==> config.mk <==
export PLATFORM = sky130hd
export DESIGN_NAME = pipeline_stall_ctrl
export DESIGN_NICKNAME = d
export VERILOG_FILES = /design/src/rtl/pipeline_stall_ctrl.sv
export SDC_FILE = /design/constraint.sdc
export NUM_CORES = 1
export LEC_CHECK = 0
export CAP_MARGIN = 15
export CORE_UTILIZATION = 25
export DETAILED_ROUTE_END_ITERATION = 8
export HOLD_SLACK_MARGIN = 0.08
export SLEW_MARGIN = 20
export SYNTH_ARGS = -nofsm -noshare
export SYNTH_HDL_FRONTEND = slang
export SYNTH_SLANG_ARGS = --single-unit
==> constraint.sdc <==
create_clock -name clk -period 2.1 [get_ports clk]
set_clock_uncertainty 0.15 [all_clocks]
set_input_delay 0.21 -clock clk [delete_from_list [all_inputs] [get_ports clk]]
set_output_delay 0.21 -clock clk [all_outputs]
set_load 0.02 [all_outputs]
==> src/rtl/pipeline_stall_ctrl.sv <==
// Central stall/flush sequencer for the five-stage WISC pipeline: merges memory
// handshakes, decode hazards, redirects and HALT draining into per-stage controls.
module pipeline_stall_ctrl #(
    parameter int CNT_W        = 16,
    parameter int DRAIN_CYCLES = 3
) (
    input  logic             clk,
    input  logic             rst,
    input  logic             hdu_stall,
    input  logic             br_taken_D,
    input  logic             halt_D,
    input  logic             imem_stall,
    input  logic             imem_done,
    input  logic             dmem_stall,
    input  logic             dmem_done,
    output logic             en_PC,
    output logic             en_FD,
    output logic             en_DX,
    output logic             en_XM,
    output logic             en_MW,
    output logic             flush_FD,
    output logic             bubble_DX,
    output logic             halt_out,
    output logic [CNT_W-1:0] cnt_hazard,
    output logic [CNT_W-1:0] cnt_mem
);

    localparam int DCW = (DRAIN_CYCLES < 2) ? 1 : $clog2(DRAIN_CYCLES + 1);

    typedef enum logic [2:0] {
        ST_RUN       = 3'd0,
        ST_IMEM_WAIT = 3'd1,
        ST_DMEM_WAIT = 3'd2,
        ST_DRAIN     = 3'd3,
        ST_HALTED    = 3'd4
    } state_t;

    state_t           state_r;
    logic             ret_drain_r;
    logic [DCW-1:0]   drain_cnt_r;
    logic             halt_out_r;
    logic [CNT_W-1:0] cnt_hazard_r;
    logic [CNT_W-1:0] cnt_mem_r;

    state_t eff_state_s;
    logic   halted_s;
    logic   freeze_s;
    logic   imem_miss_s;
    logic   hazard_s;
    logic   drain_s;

    // While frozen in DMEM_WAIT, the rest of the logic behaves as the state we came from
    always_comb begin
        eff_state_s = state_r;
        if (state_r == ST_DMEM_WAIT) begin
            eff_state_s = ret_drain_r ? ST_DRAIN : ST_RUN;
        end else begin
            eff_state_s = state_r;
        end
    end

    assign halted_s    = (state_r == ST_HALTED);
    assign freeze_s    = !halted_s && (dmem_stall || ((state_r == ST_DMEM_WAIT) && !dmem_done));
    assign imem_miss_s = !halted_s && !freeze_s &&
                         (imem_stall || ((state_r == ST_IMEM_WAIT) && !imem_done));
    assign hazard_s    = !halted_s && !freeze_s && !imem_miss_s && hdu_stall;
    assign drain_s     = !halted_s && !freeze_s && (eff_state_s == ST_DRAIN);

    // Per-stage enables and bubble/flush controls in priority order
    always_comb begin
        en_PC     = 1'b1;
        en_FD     = 1'b1;
        en_DX     = 1'b1;
        en_XM     = 1'b1;
        en_MW     = 1'b1;
        flush_FD  = 1'b0;
        bubble_DX = 1'b0;
        if (halted_s || freeze_s) begin
            en_PC = 1'b0;
            en_FD = 1'b0;
            en_DX = 1'b0;
            en_XM = 1'b0;
            en_MW = 1'b0;
        end else if (imem_miss_s) begin
            en_PC    = 1'b0;
            flush_FD = 1'b1;
        end else if (hazard_s) begin
            en_PC     = 1'b0;
            en_FD     = 1'b0;
            bubble_DX = 1'b1;
        end else if (drain_s) begin
            en_PC    = 1'b0;
            flush_FD = 1'b1;
        end else if (br_taken_D) begin
            flush_FD = 1'b1;
        end else begin
            flush_FD = 1'b0;
        end
    end

    // Sequencer state, drain countdown, halt flag and saturating stall counters
    always_ff @(posedge clk) begin
        if (rst) begin
            state_r      <= ST_RUN;
            ret_drain_r  <= 1'b0;
            drain_cnt_r  <= {DCW{1'b0}};
            halt_out_r   <= 1'b0;
            cnt_hazard_r <= {CNT_W{1'b0}};
            cnt_mem_r    <= {CNT_W{1'b0}};
        end else begin
            if (freeze_s) begin
                state_r <= ST_DMEM_WAIT;
                if (state_r != ST_DMEM_WAIT) begin
                    ret_drain_r <= (state_r == ST_DRAIN);
                end
            end else if (halted_s) begin
                state_r <= ST_HALTED;
            end else if (drain_s) begin
                // The drain counter only moves on non-frozen cycles
                if (drain_cnt_r <= DCW'(1)) begin
                    state_r     <= ST_HALTED;
                    drain_cnt_r <= {DCW{1'b0}};
                    halt_out_r  <= 1'b1;
                end else begin
                    state_r     <= ST_DRAIN;
                    drain_cnt_r <= drain_cnt_r - DCW'(1);
                end
            end else if (imem_miss_s) begin
                state_r <= ST_IMEM_WAIT;
            end else if (!hdu_stall && !br_taken_D && halt_D) begin
                state_r     <= ST_DRAIN;
                drain_cnt_r <= DCW'(DRAIN_CYCLES);
            end else begin
                state_r <= ST_RUN;
            end

            if (hazard_s && (cnt_hazard_r != {CNT_W{1'b1}})) begin
                cnt_hazard_r <= cnt_hazard_r + CNT_W'(1);
            end
            if ((freeze_s || imem_miss_s) && (cnt_mem_r != {CNT_W{1'b1}})) begin
                cnt_mem_r <= cnt_mem_r + CNT_W'(1);
            end
        end
    end

    assign halt_out   = halt_out_r;
    assign cnt_hazard = cnt_hazard_r;
    assign cnt_mem    = cnt_mem_r;

endmodule

==> flow_metrics.tcl, run 1 <==
set metrics [dict create \
    powerDensity_mw_per_mm2 466 \
    clock_path_buffers 2 \
    cts_buffers 5 \
    num_antenna_cells 0 \
    rsz0062_at_grt "yes" \
    yosys-top-cells-area "dfxtp_1 (36%), a21oi_1 (6.3%), nand2_1 (3.3%)" \
    start_util_pct 26.0 \
    wirelength_mm 6.02 \
    ys_warn_count 0 \
    clockRootBuffer "clkbuf_8" \
    worst_ep_required_time_ns 2.13 \
    finalMaxSlewViolations 0 \
    max_freq_ghz 0.467 \
    finalWorstSetupSlack_ns -0.0402 \
    clkLatencyLatePin_ns 0.29 \
    cap_violations 0 \
    core_area_sq_mm 0.00826 \
    hold_class "reg -> reg" \
    switchingPower_uw 415 \
    finalCritPeriodShare_pct 102 \
    ir_worst_vdd_mv 0.264 \
    yosysMostFrequentCell "dfxtp_1" \
    violations "setup timing" \
    drc 0 \
    synth_top_area_share_pct 36.3 \
    combPwrFrac_pct 19.6 \
    yosys.area.top_type "dfxtp_1" \
    crit_type "reg -> reg" \
    hold_violations 0 \
    dieArea_sq_mm 0.00897 \
    ys_ff_latch 39 \
    crit_arrival_ns 2.17 \
    status "finished, violations left" \
    cp_max_fo 6 \
    die_y_um 94.7 \
    netlist_area_sq_mm 0.00215 \
    cts_tree "done" \
    gp_congestion 0.830 \
    grt_pass1_vias 2007 \
    vias 2251 \
    synthTopCellsByCount "dfxtp_1 (39), a21oi_1 (27), nand2_1 (19), nor2_1 (19), nand3_1 (11)" \
    post_synth.cell_area_avg_sq_um 8.42 \
    antenna_found_initial 0 \
    detail-route-antenna-nets 0 \
    synth-seq-area-share_pct 36.3 \
    drt_pass1_iterations 4 \
    io_buffer_count 48 \
    grt_start_max_net_pins 45 \
    seqPwrFrac_pct 49.4 \
    p_leak_nw 1.13 \
    ys.flop_type "dfxtp_1" \
    die_x_um 94.7 \
    hpwl_mm 4.16 \
    critPathLaunchType "flop" \
    drive_above_1_share_pct 29.8 \
    grt-ovfl-total 0 \
    clock-sinks 39 \
    grt.total_usage_pct 13.4 \
    synth_cells 255 \
    rows 33 \
    drt_iter0_drc 69 \
    switching_share_pct 27.0 \
    areaGrowthSynthToFinish_pct 54.0 \
    dp_slack_ns -0.382 \
    ys_types 53 \
    fin_hold_ws_ns 0.310 \
    h-tree-depth 2 \
    p_int_mw 1.12 \
    power_frac_clock_pct 31.1 \
    grt_pass1_wl_mm 9.65 \
    tightest_slew_ns 0.391 \
    synth_nets 266 \
    relSlewSlack_pct 73.6 \
    num-nets-final 351 \
    period_needed_ns 2.14 \
    end_kind "flop" \
    synth_edf_count 0 \
    final-setup-viol-count 5 \
    async_flop_share_pct 0 \
    clkTransAtPathRegs_ns 0.08 \
    io_pins 49 \
    vias_per_cell 5.07 \
    wire_per_inst_um 13.6 \
]
-- layer usage --
layer	wire [um]	share of wire (%)	global-route usage, %	vias up
met2	2780	46	20.4	63
li1	-	-	-	1121
met4	65	1.1	3.54	0
met5	0	0	0	-
met3	288	4.8	2.82	5
met1	2880	48	19.0	1062
-- final timing paths --
kind	startpoint	endpoint	slack, ns	cells after the start
worst min-delay path	halt_out	halt_out	0.31	2
worst min register to register	halt_out	halt_out	0.31	2
worst max-delay path	state_r[2]	cnt_mem[5]	-0.04	7
worst max register to register	state_r[2]	cnt_mem[5]	-0.04	7
-- placed cells by master (no fill, tap or decap), drive strengths merged, types with 5 or more instances in the layout --
cell	n
nand4	8
dfxtp	39
nand2b	5
and4	6
nor4	5
nand2	19
o21ai	14
o31ai	9
inv	9
or4	9
nor2	20
clkbuf	7
buf	47
a21oi	27
clkdlybuf4s50	40
nand3	11
or3	10
-- per-stage QoR --
stage                     util (%)  power [mW]  setup TNS, ns  std cells  cell area, sq um
after global placement        36.0        1.02          -6.12        432              2980
after floorplan                  -       0.906              0        255              2150
after detailed placement      36.0        1.03          -6.20        432              2980
after global routing          40.1        1.62         -0.606        444              3310
final                         40.1        1.54        -0.0955        444              3310
after CTS                     37.1        1.51         -0.382        440              3070
-- repair_timing --
| action | CTS | global route |
|---|---|---|
| hold buffers | 0 | 0 |
| cloned | 0 | 2 |
| buffers inserted | 2 | 3 |
| pin swaps | 1 | 24 |
| hold endpoints to repair | 0 | 0 |
| gates resized for setup | 33 | 52 |
| setup endpoints to repair | 19 | 27 |
-- registers in the layout (all words and copies together), names as in the netlist --
signal,cells
cnt_hazard,16
cnt_mem,16
state_r,3
drain_cnt_r,2
halt_out,1
ret_drain_r,1
-- layout make-up --
type	count	area, sq um
Fill cell	844	4950
Multi-Input combinational cell	195	1400
Timing Repair Buffer	90	872
Sequential cell	39	792
Tap cell	105	131
Clock buffer	5	68.8
Inverter	9	33.8
Clock inverter	1	7.51
-- kinds of logic (layout without fill, tap and decap cells) --
group | count (synthesis) | in the layout | synth area share [%]
and+or+nand+nor | 119 | 119 | 32.8
adders and majority gates | 2 | 2 | 1.16
xor gates and xnor gates | 6 | 6 | 2.45
muxes | 5 | 5 | 2.85
buffers and inverters | 21 | 105 | 5.47
AOI/OAI and AO/OA | 63 | 63 | 18.9
DFF | 39 | 39 | 36.3
-- power groups by stage --
stage | sequential [mW] | clock, mW | combinational (mW)
finish | 0.761 | 0.478 | 0.301
CTS | 0.762 | 0.503 | 0.247
detailed placement | 0.779 | 0 | 0.248
floorplan | 0.792 | 0 | 0.114
global route | 0.763 | 0.534 | 0.322
global placement | 0.778 | 0 | 0.246
-- critical path, stage by stage, from the launching register on --
cell     delay, ns
dfxtp_4       0.36
buf_6         0.12
nor4b_4       0.30
nor2_2        0.09
o211a_4       0.28
buf_12        0.15
nor4b_4       0.27
mux2_4        0.32
No activity file was read; power rests on OpenSTA's default activity.
==> run 2: changes to the inputs <==
- GPL_ROUTABILITY_DRIVEN: not set -> 0
==> results of run 2 <==
No change in the layout: final DEF, timing and power equal those of run 1.
==> run 3: changes to the inputs <==
- SETUP_SLACK_MARGIN: not set -> 0.05
- TNS_END_PERCENT: not set -> 10
==> run 3 against run 2 <==
- the run still ends with setup timing left
- wire length grew 1.4%
- register-to-register slack lost 0.05 ns
- first-iteration DRC count shrank 35%
- largest power group unchanged
==> flow_metrics.tcl, run 3 (synthesis gave the netlist of run 1 again) <==
set metrics [dict create \
    status "finished, violations left" \
    violations "setup timing" \
    hpwl_mm 4.03 \
    vias 2285 \
    dieArea_sq_mm 0.00897 \
    critPathLaunchType "flop" \
    crit_arrival_ns 2.22 \
    wirelength_mm 6.11 \
    ir_worst_vdd_mv 0.291 \
    drt_iter0_drc 45 \
    start_util_pct 26.0 \
    grt_start_max_net_pins 45 \
    grt_pass1_wl_mm 9.80 \
    topRoutingLayerUsed "met4" \
    finalMaxSlewViolations 0 \
    m1WireLength_mm 2.82 \
    rsz0062_at_grt "yes" \
    die_x_um 94.7 \
    cap_violations 0 \
    worst_ep_required_time_ns 2.13 \
    clock_path_buffers 2 \
    vias_per_cell 5.06 \
    num-nets-final 357 \
    seqCellArea_sq_um 786 \
    core_area_sq_mm 0.00826 \
    crit_type "reg -> reg" \
    clkLatencyLatePin_ns 0.29 \
    max_freq_ghz 0.457 \
    num_antenna_cells 0 \
    finalWorstSetupSlack_ns -0.0864 \
    drive_above_1_share_pct 31.1 \
    final-setup-viol-count 13 \
    tightest_slew_ns 0.405 \
    io_pins 49 \
    die_y_um 94.7 \
    grt-ovfl-total 0 \
    wire_per_inst_um 13.5 \
    p_leak_nw 1.19 \
    clockRootBuffer "clkbuf_8" \
    fill_cells 806 \
    cts_buffers 5 \
    h-tree-depth 2 \
    grt_pass1_vias 2176 \
    relSlewSlack_pct 72.7 \
    grt.total_usage_pct 13.7 \
    areaGrowthSynthToFinish_pct 60.7 \
    final_cells 452 \
    clkTransAtPathRegs_ns 0.08 \
    multi_input_area_sq_mm 0.00142 \
    setup_tns_ns -0.843 \
    most-common-layout-cells "clkdlybuf4s50_1 (40), buf_4 (36), dfxtp_1 (35), a21oi_1 (19), nand2_1 (18)" \
    period_needed_ns 2.19 \
    dr_wl_met3_um 183 \
    end_kind "flop" \
    drt_pass1_iterations 4 \
    clock-sinks 39 \
    powerDensity_mw_per_mm2 501 \
    detail-route-antenna-nets 0 \
    wl_met2_mm 2.98 \
    io_buffer_count 48 \
    place_inst 431 \
    cp_max_fo 7 \
    layout_commonest_cell "clkdlybuf4s50_1" \
    finalCritPeriodShare_pct 104 \
    placed_cell_area_sq_mm 0.00301 \
    drc 0 \
    hold_class "reg -> reg" \
    hold_violations 0 \
    dp_slack_ns -0.486 \
    cts_tree "done" \
    rows 33 \
    antenna_found_initial 0 \
    final_area_sq_mm 0.00345 \
]
-- run 3: worst paths after layout --
check / to / cells after the start / start / slack, ns
setup / recovery: cnt_mem[9] / 9 / state_r[2] / -0.09
setup reg to reg: cnt_mem[9] / 9 / state_r[2] / -0.09
hold / removal: halt_out / 2 / halt_out / 0.32
hold reg to reg: halt_out / 2 / halt_out / 0.32
-- run 3: final cells by class --
class	count	area share, %
clock buffer	5	1.99
clock inverter	3	1.27
inverter	9	1.12
multi-input combinational	195	41.1
sequential	39	22.8
tap	105	3.80
timing repair buffer	96	28.0
-- run 3: through the flow --
stage | total power [mW] | util, % | hold WS (ns)
CTS | 1.74 | 40.7 | 0.323
floorplan | 0.911 | - | 0.233
finish | 1.73 | 41.8 | 0.318
global route | 1.81 | 41.8 | 0.352
global placement | 1.03 | 36.4 | 0.305
detailed placement | 1.03 | 36.4 | 0.310
-- run 3: layer usage --
metal,GRT usage (%),up-vias
met2,23.8,38
met3,2.82,12
met1,16.4,1096
met5,0,-
li1,-,1139
met4,5.81,0
-- run 3: power by group --
| group | total, mW | switching (mW) | internal, mW |
|---|---|---|---|
| sequential | 0.762 | 0.0100 | 0.752 |
| combinational | 0.334 | 0.155 | 0.179 |
| clock | 0.634 | 0.281 | 0.354 |
-- run 3: timing repair --
item                                   4_1_cts  5_1_grt
buffers inserted                             9        3
hold buffers                                 0        0
cloned                                       2        0
pin swaps                                   34        6
endpoints found under the hold margin        0        0
setup endpoints to repair                   28       40
resized for setup                           61       21
-- run 3: worst max-delay path: stages (launching register included) --
cell and delay (ns):
dfxtp_2 0.34, buf_12 0.13, or3b_4 0.24, o311ai_4 0.09
buf_6 0.14, o211a_4 0.26, buf_12 0.14, buf_4 0.13
nor4_4 0.14, mux2_4 0.32
==> RTL edit 1, RTL diff (config.mk and constraints of run 3) <==
Change the parameter `CNT_W` from 16 to 24.
--- a/src/rtl/pipeline_stall_ctrl.sv
+++ b/src/rtl/pipeline_stall_ctrl.sv
@@ -1,7 +1,7 @@
 // Central stall/flush sequencer for the five-stage WISC pipeline: merges memory
 // handshakes, decode hazards, redirects and HALT draining into per-stage controls.
 module pipeline_stall_ctrl #(
-    parameter int CNT_W        = 16,
+    parameter int CNT_W        = 24,
     parameter int DRAIN_CYCLES = 3
 ) (
     input  logic             clk,
Interface: changed (resized cnt_hazard and cnt_mem); port bits go from 49 to 65. No check against the original RTL was run, so the function may have changed too.
==> RTL edit 1 against run 3 <==
The run still ends with setup timing left. Sequential cell count rose by 16. Area after synthesis rose by 47%. Final cell count rose by 50%. Wire length rose by 70%. Total power rose by 29%. Synthesized cell count rose by 48%. Clock power rose by 34%. First-iteration DRC count rose to 4.3 times the old value. Cell area rose by 42%. Worst setup slack improved by 0.067 ns. Global-route usage rose by 1.4 points.
==> RTL edit 1: results (changes against run 3) <==
GRT
  – Gr usage total: 15.2% (+1.4 points)
  – Largest net degree at the start of global routing: 45 (unchanged)
  – Number of global-route vias before repair: 3318 (+52%)
  – Met1 GRT Util: 20.6% (+4.3 points)
  – GR Layer Usage met3: 1.96% (-0.86 points)
  – Met2 usage: 25.2% (+1.4 points)
  – First-pass GRT wire length: 16.0 mm (+63%)

Placed design
  – Post-placement cell count: 661 (+53%)
  – Port bufs: 64 (+33%)
  – DP Area: 0.00444 mm2 (+48%)
  – Worst slack, placed: -0.370 ns (+0.116 ns)
  – Post-DP HPWL: 7.06 mm (+75%)

STA
  – Final worst slack: -0.0196 ns (+0.0668 ns)
  – Number of setup violations in the final report: 2 (-11)
  – Least-Margin Pin Slew: 0.881 ns (+0.475 ns)

Worst hold path
  – Hold Crit Class: register to register

Synthesis
  – Synth Warn #: 0 (unchanged)
  – Gate Count Post-Synth: 377 (+48%)
  – Synth area leaders: dfxtp_1 (35%), a21oi_1 (6.7%), or4_1 (6.0%)
  – Post-synth cell types: 59 (+11%)
  – Register area share after synthesis: 34.9% (-1.4 points)
  – Synth async-reset ratio: 0% (unchanged)
  – Syn nets: 388 (+46%)
  – Post-synth top cells: dfxtp_1 (55), a21oi_1 (42), nor2_1 (31)

Route
  – Total Wirelength: 10.4 mm (+70%)
  – Detailed-route via count: 3490 (+53%)
  – Detailed Route Iter0 Violations: 193 (+330%)
  – Pre-antenna DRT Iters: 4 (unchanged)
  – DRC Markers: 0 (unchanged)
  – Post-DR wirelength/cell: 15.3 um (+13%)

Setup path
  – Worst path max stage delay: 0.53 ns (+0.19 ns)
  – Crit path max-delay cell type: or4_4
  – Worst EP arrival: 2.18 ns (-0.04 ns)
  – Crit Path Max Fanout: 6 (-1)
  – Top Family by Delay on Critical Path: simple AND/OR/NAND/NOR gates

Clock network
  – Cts bufs inserted: 5 (unchanged)
  – H-tree levels: 2 (unchanged)
  – CTS root buffer: clkbuf_16
  – CTS clk-pin slew, worst paths: 0.07 ns

Power and ir drop
  – Leakage: 1.64 nW (+38%)
  – VDD IR max: 0.000367 V (+26%)

Finish
  – NumNets Final: 523 (+46%)
  – Layout cells sized above 1: 37.1% (+6.0 points)
  – Filler cells: 1241 (+54%)

Status
  – Status: finished with violations
  – Failing checks: setup timing
## RTL edit 1: changes by cell type in the layout (fill, tap and decap cells not counted), moves of 5 or more
cell,before,now
o31ai_1,6,20
dfxtp_2,4,28
or4_1,8,21
clkbuf_16,0,5
nor3_1,3,8
nand4_1,8,15
buf_4,36,76
clkdlybuf4s50_1,40,56
nand2_1,18,27
a21oi_1,19,37
dfxtp_1,35,24
nor2_1,17,28
buf_6,13,6
## RTL edit 1: cells by family after synthesis
kind of cell	count (synthesis)	share of synthesized area, %
AND/OR/NAND/NOR	178	33.6
flip-flops	55	34.9
multiplexers	8	2.82
AO/OA/AOI/OAI	100	20.5
XOR/XNOR	1	0.278
buffers and inverters	33	7.10
adder cells (fa/ha/maj)	2	0.794
## RTL edit 1: where the power goes
| part | total [mW] | internal (mW) | leakage, nW | switching [mW] |
|---|---|---|---|---|
| logic | 0.315 | 0.136 | 1.11 | 0.179 |
| clock network | 0.850 | 0.468 | 0.0727 | 0.383 |
| registers | 1.07 | 1.05 | 0.460 | 0.0130 |
| total | 2.23 | 1.66 | 1.64 | 0.575 |
## RTL edit 1: routing by layer
metal | share of wire [%] | wire length, um
met1 | 49 | 5050
met2 | 47 | 4880
met3 | 3.4 | 350
met4 | 1.3 | 131
met5 | 0 | 0
## RTL edit 1: layout make-up
cell class                      instances  area, um2  share of cell area [%]
Clock inverter                          1       5.00                   0.102
Inverter                               12       47.5                   0.967
Multi-Input combinational cell        294       2110                    43.0
Tap cell                              168        210                    4.27
Sequential cell                        55       1150                    23.3
Clock buffer                            6        139                    2.82
Timing Repair Buffer                  144       1250                    25.5
## RTL edit 1: worst paths after layout
kind	start	endpoint	slack, ns	cells past startpoint
setup / recovery	state_r[2]	cnt_mem[8]	-0.02	5
hold / removal	halt_out	halt_out	0.34	2
setup reg to reg	state_r[2]	cnt_mem[8]	-0.02	5
hold reg to reg	halt_out	halt_out	0.34	2
## RTL edit 1: worst register-to-register path: stages (launching register included)
cell,delay [ns]
dfxtp_4,0.37
nor4b_4,0.41
nor2_4,0.14
o211a_4,0.33
or4_4,0.53
a21oi_2,0.12
## RTL edit 1: per-stage QoR
stage	setup TNS, ns	hold slack, ns
4_1_cts	-0.132	0.347
5_1_grt	-0.971	0.361
3_5_place_dp	-11.04	0.331
2_1_floorplan	-0.00497	0.247
3_3_place_gp	-9.76	0.320
6_report	-0.0248	0.344
## RTL edit 1: what timing repair did
action | 4_1_cts | 5_1_grt
setup endpoints to repair | 49 | 50
resized for setup | 52 | 41
buffers inserted | 4 | 3
pin swaps | 13 | 35
cloned | 2 | 3
==> RTL edit 2, RTL diff (config.mk and constraints of run 3) <==
Made on the original files. Encoding of `state_t`: now one-hot (5 bits for 5 states).
--- a/src/rtl/pipeline_stall_ctrl.sv
+++ b/src/rtl/pipeline_stall_ctrl.sv
@@ -27,12 +27,12 @@
 
     localparam int DCW = (DRAIN_CYCLES < 2) ? 1 : $clog2(DRAIN_CYCLES + 1);
 
-    typedef enum logic [2:0] {
-        ST_RUN       = 3'd0,
-        ST_IMEM_WAIT = 3'd1,
-        ST_DMEM_WAIT = 3'd2,
-        ST_DRAIN     = 3'd3,
-        ST_HALTED    = 3'd4
+    typedef enum logic [4:0] {
+        ST_RUN       = 5'b00001,
+        ST_IMEM_WAIT = 5'b00010,
+        ST_DMEM_WAIT = 5'b00100,
+        ST_DRAIN     = 5'b01000,
+        ST_HALTED    = 5'b10000
     } state_t;
 
     state_t           state_r;
Behaviour: no difference found for any inputs over 10 cycles, from zero or initial values and one cycle with rst high; not proved beyond that.
==> RTL edit 2 against run 3 <==
The run still ends with setup timing left. Combinational power decreased by 42%. Global-route usage decreased by 0.075 points. Area after synthesis increased by 0.87%. Synthesized cell count unchanged. Wire length decreased by 1.9%. Total power decreased by 3.8%. Sequential cell count increased by 2. Cell area decreased by 5.1%. Fmax increased by 0.33%. Worst setup slack improved by 0.0072 ns. Critical path type unchanged. Critical endpoint is now cnt_mem[6]. Highest routed layer unchanged.
==> RTL edit 2: results (changes against run 3) <==
STA
  – Least-Margin Pin Slew: 0.362 ns (-0.0430 ns)
  – Number of setup violations in the final report: 15 (+2)
  – Final worst slack: -0.0792 ns (+0.00716 ns)
  – Fmax: 459 MHz (+0.33%)

Power and ir drop
  – VDD IR max: 0.000291 V (about the same)
  – Leakage: 1.13 nW (-5.3%)

Finish
  – Antenna Cells: 0 (unchanged)
  – Filler cells: 835 (+3.6%)
  – NumNets Final: 351 (-1.7%)
  – Layout cells sized above 1: 27.6% (-3.6 points)

Synthesis
  – Synth Area in XOR/XNOR: 1.62% (-0.83 points)
  – Mean Syn Cell Area: 8.50 um2 (+0.87%)
  – Post-synth top cells: dfxtp_1 (41), a21oi_1 (28), nor2_1 (22)
  – Synth area leaders: dfxtp_1 (38%), a21oi_1 (6.5%), or4_1 (5.2%)
  – Synth Area in Compound Gates: 20.9% (+2.0 points)
  – Multiplexer share of the synthesized area: 3.58% (+0.73 points)
  – Synth Warn #: 0 (unchanged)
  – Post-synth cell types: 48 (-9.4%)
  – Adder-cell area share of the yosys netlist: 1.15% (-0.010 points)
  – Netlist Area Pre-Place: 0.00217 mm2 (+0.87%)
  – Syn nets: 266 (unchanged)
  – Register area share after synthesis: 37.9% (+1.5 points)

Setup path
  – Worst EP arrival: between 2 and 2.5 ns
  – Crit Path Max Fanout: 6 (-1)
  – Crit path from: state_r[3]
  – Critical Path Sink: cnt_mem[6]
  – Reg2reg path depth: 8 (-1)
  – Top Family by Delay on Critical Path: compound AO/OA/AOI/OAI gates

Route
  – Post-DR wirelength/cell: 13.4 um (-0.56%)
  – Detailed-route via count: 2308 (+1.0%)
  – Detailed Route Iter0 Violations: 89 (+98%)
  – Pre-antenna DRT Iters: 4 (unchanged)
  – Avg Vias per Cell: 5.17 (+2.4%)

Status
  – Status: finished with violations
  – Failing checks: setup timing

GRT
  – First-pass GRT wire length: 9.89 mm (+0.85%)
  – Largest net degree at the start of global routing: 52 (+16%)
  – Gr usage total: 13.7% (-0.075 points)
  – Number of global-route vias before repair: 2145 (-1.4%)

Clock network
  – Cts bufs inserted: 5 (unchanged)
  – CTS root buffer: clkbuf_8
  – H-tree levels: 2 (unchanged)
  – CTS max path bufs: 2 (unchanged)

Placed design
  – Post-placement cell count: 432 (+0.23%)
  – Post-DP HPWL: 4.03 mm (+0.11%)
  – Port bufs: 48 (unchanged)

Worst hold path
  – Hold Crit Class: register to register
## RTL edit 2: final cells by class
type                            count  area (um2)  share of cell area (%)
Timing Repair Buffer               88         781                    23.8
Sequential cell                    41         833                    25.4
Clock inverter                      1        30.0                   0.916
Inverter                           12        45.0                    1.37
Clock buffer                        7        86.3                    2.63
Tap cell                          105         131                    4.01
Multi-Input combinational cell    192        1370                    41.8
## RTL edit 2: cells by family after synthesis
kind of cell,after synthesis
DFF,41
adders and majority gates,2
xor gates and xnor gates,4
and+or+nand+nor,114
muxes,7
buffers and inverters,23
AOI/OAI and AO/OA,64
## RTL edit 2: layer usage
layer | GRT usage, % | wire length (um) | vias up
li1 | - | - | 1128
met1 | 16.8 | 2660 | 1100
met2 | 23.5 | 2930 | 67
met3 | 3.27 | 331 | 13
met4 | 4.04 | 70 | 0
met5 | 0 | 0 | -
## RTL edit 2: worst reg2reg max path: cells and delay by family (launching register included)
kind	cells	cell delay (ns)
compound gates	4	0.93
buf+inv	3	0.48
flops	1	0.34
simple gates	1	0.18
## RTL edit 2: through the flow
stage | setup TNS [ns] | hold WS (ns) | area, um2 | setup slack, ns | total power [mW]
3_5_place_dp | -8.44 | 0.302 | 3030 | -0.349 | 1.01
6_report | -0.395 | 0.306 | 3280 | -0.0792 | 1.66
2_1_floorplan | 0 | 0.221 | 2200 | 0.0249 | 0.917
4_1_cts | -0.633 | 0.313 | 3240 | -0.0752 | 1.68
5_1_grt | -2.50 | 0.334 | 3280 | -0.175 | 1.73
3_3_place_gp | -7.28 | 0.300 | 3030 | -0.306 | 1.01
## RTL edit 2: power breakdown
part	total, mW	switching (mW)	internal (mW)	leakage, nW
clock	0.666	0.278	0.388	0.0585
combinational	0.195	0.0988	0.0960	0.735
sequential	0.804	0.0139	0.790	0.336
total	1.66	0.391	1.27	1.13
## RTL edit 2: what timing repair did
item / in CTS / in global routing
setup endpoints to repair: 30 / 37
setup buffers: 4 / 1
pin swaps: 15 / 3
resized for setup: 36 / 19
gates cloned: 1 / 0
## RTL edit 2: worst min-delay path by stage
stage / startpoint / end / slack (ns) / depth (start not counted)
after floorplan: br_taken_D / state_r[0] / 0.22 / 2
after global placement: halt_out / halt_out / 0.30 / 2
after detailed placement: halt_out / halt_out / 0.30 / 2
after CTS: halt_out / halt_out / 0.31 / 2
after global routing: halt_out / halt_out / 0.33 / 2
final: halt_out / halt_out / 0.31 / 2
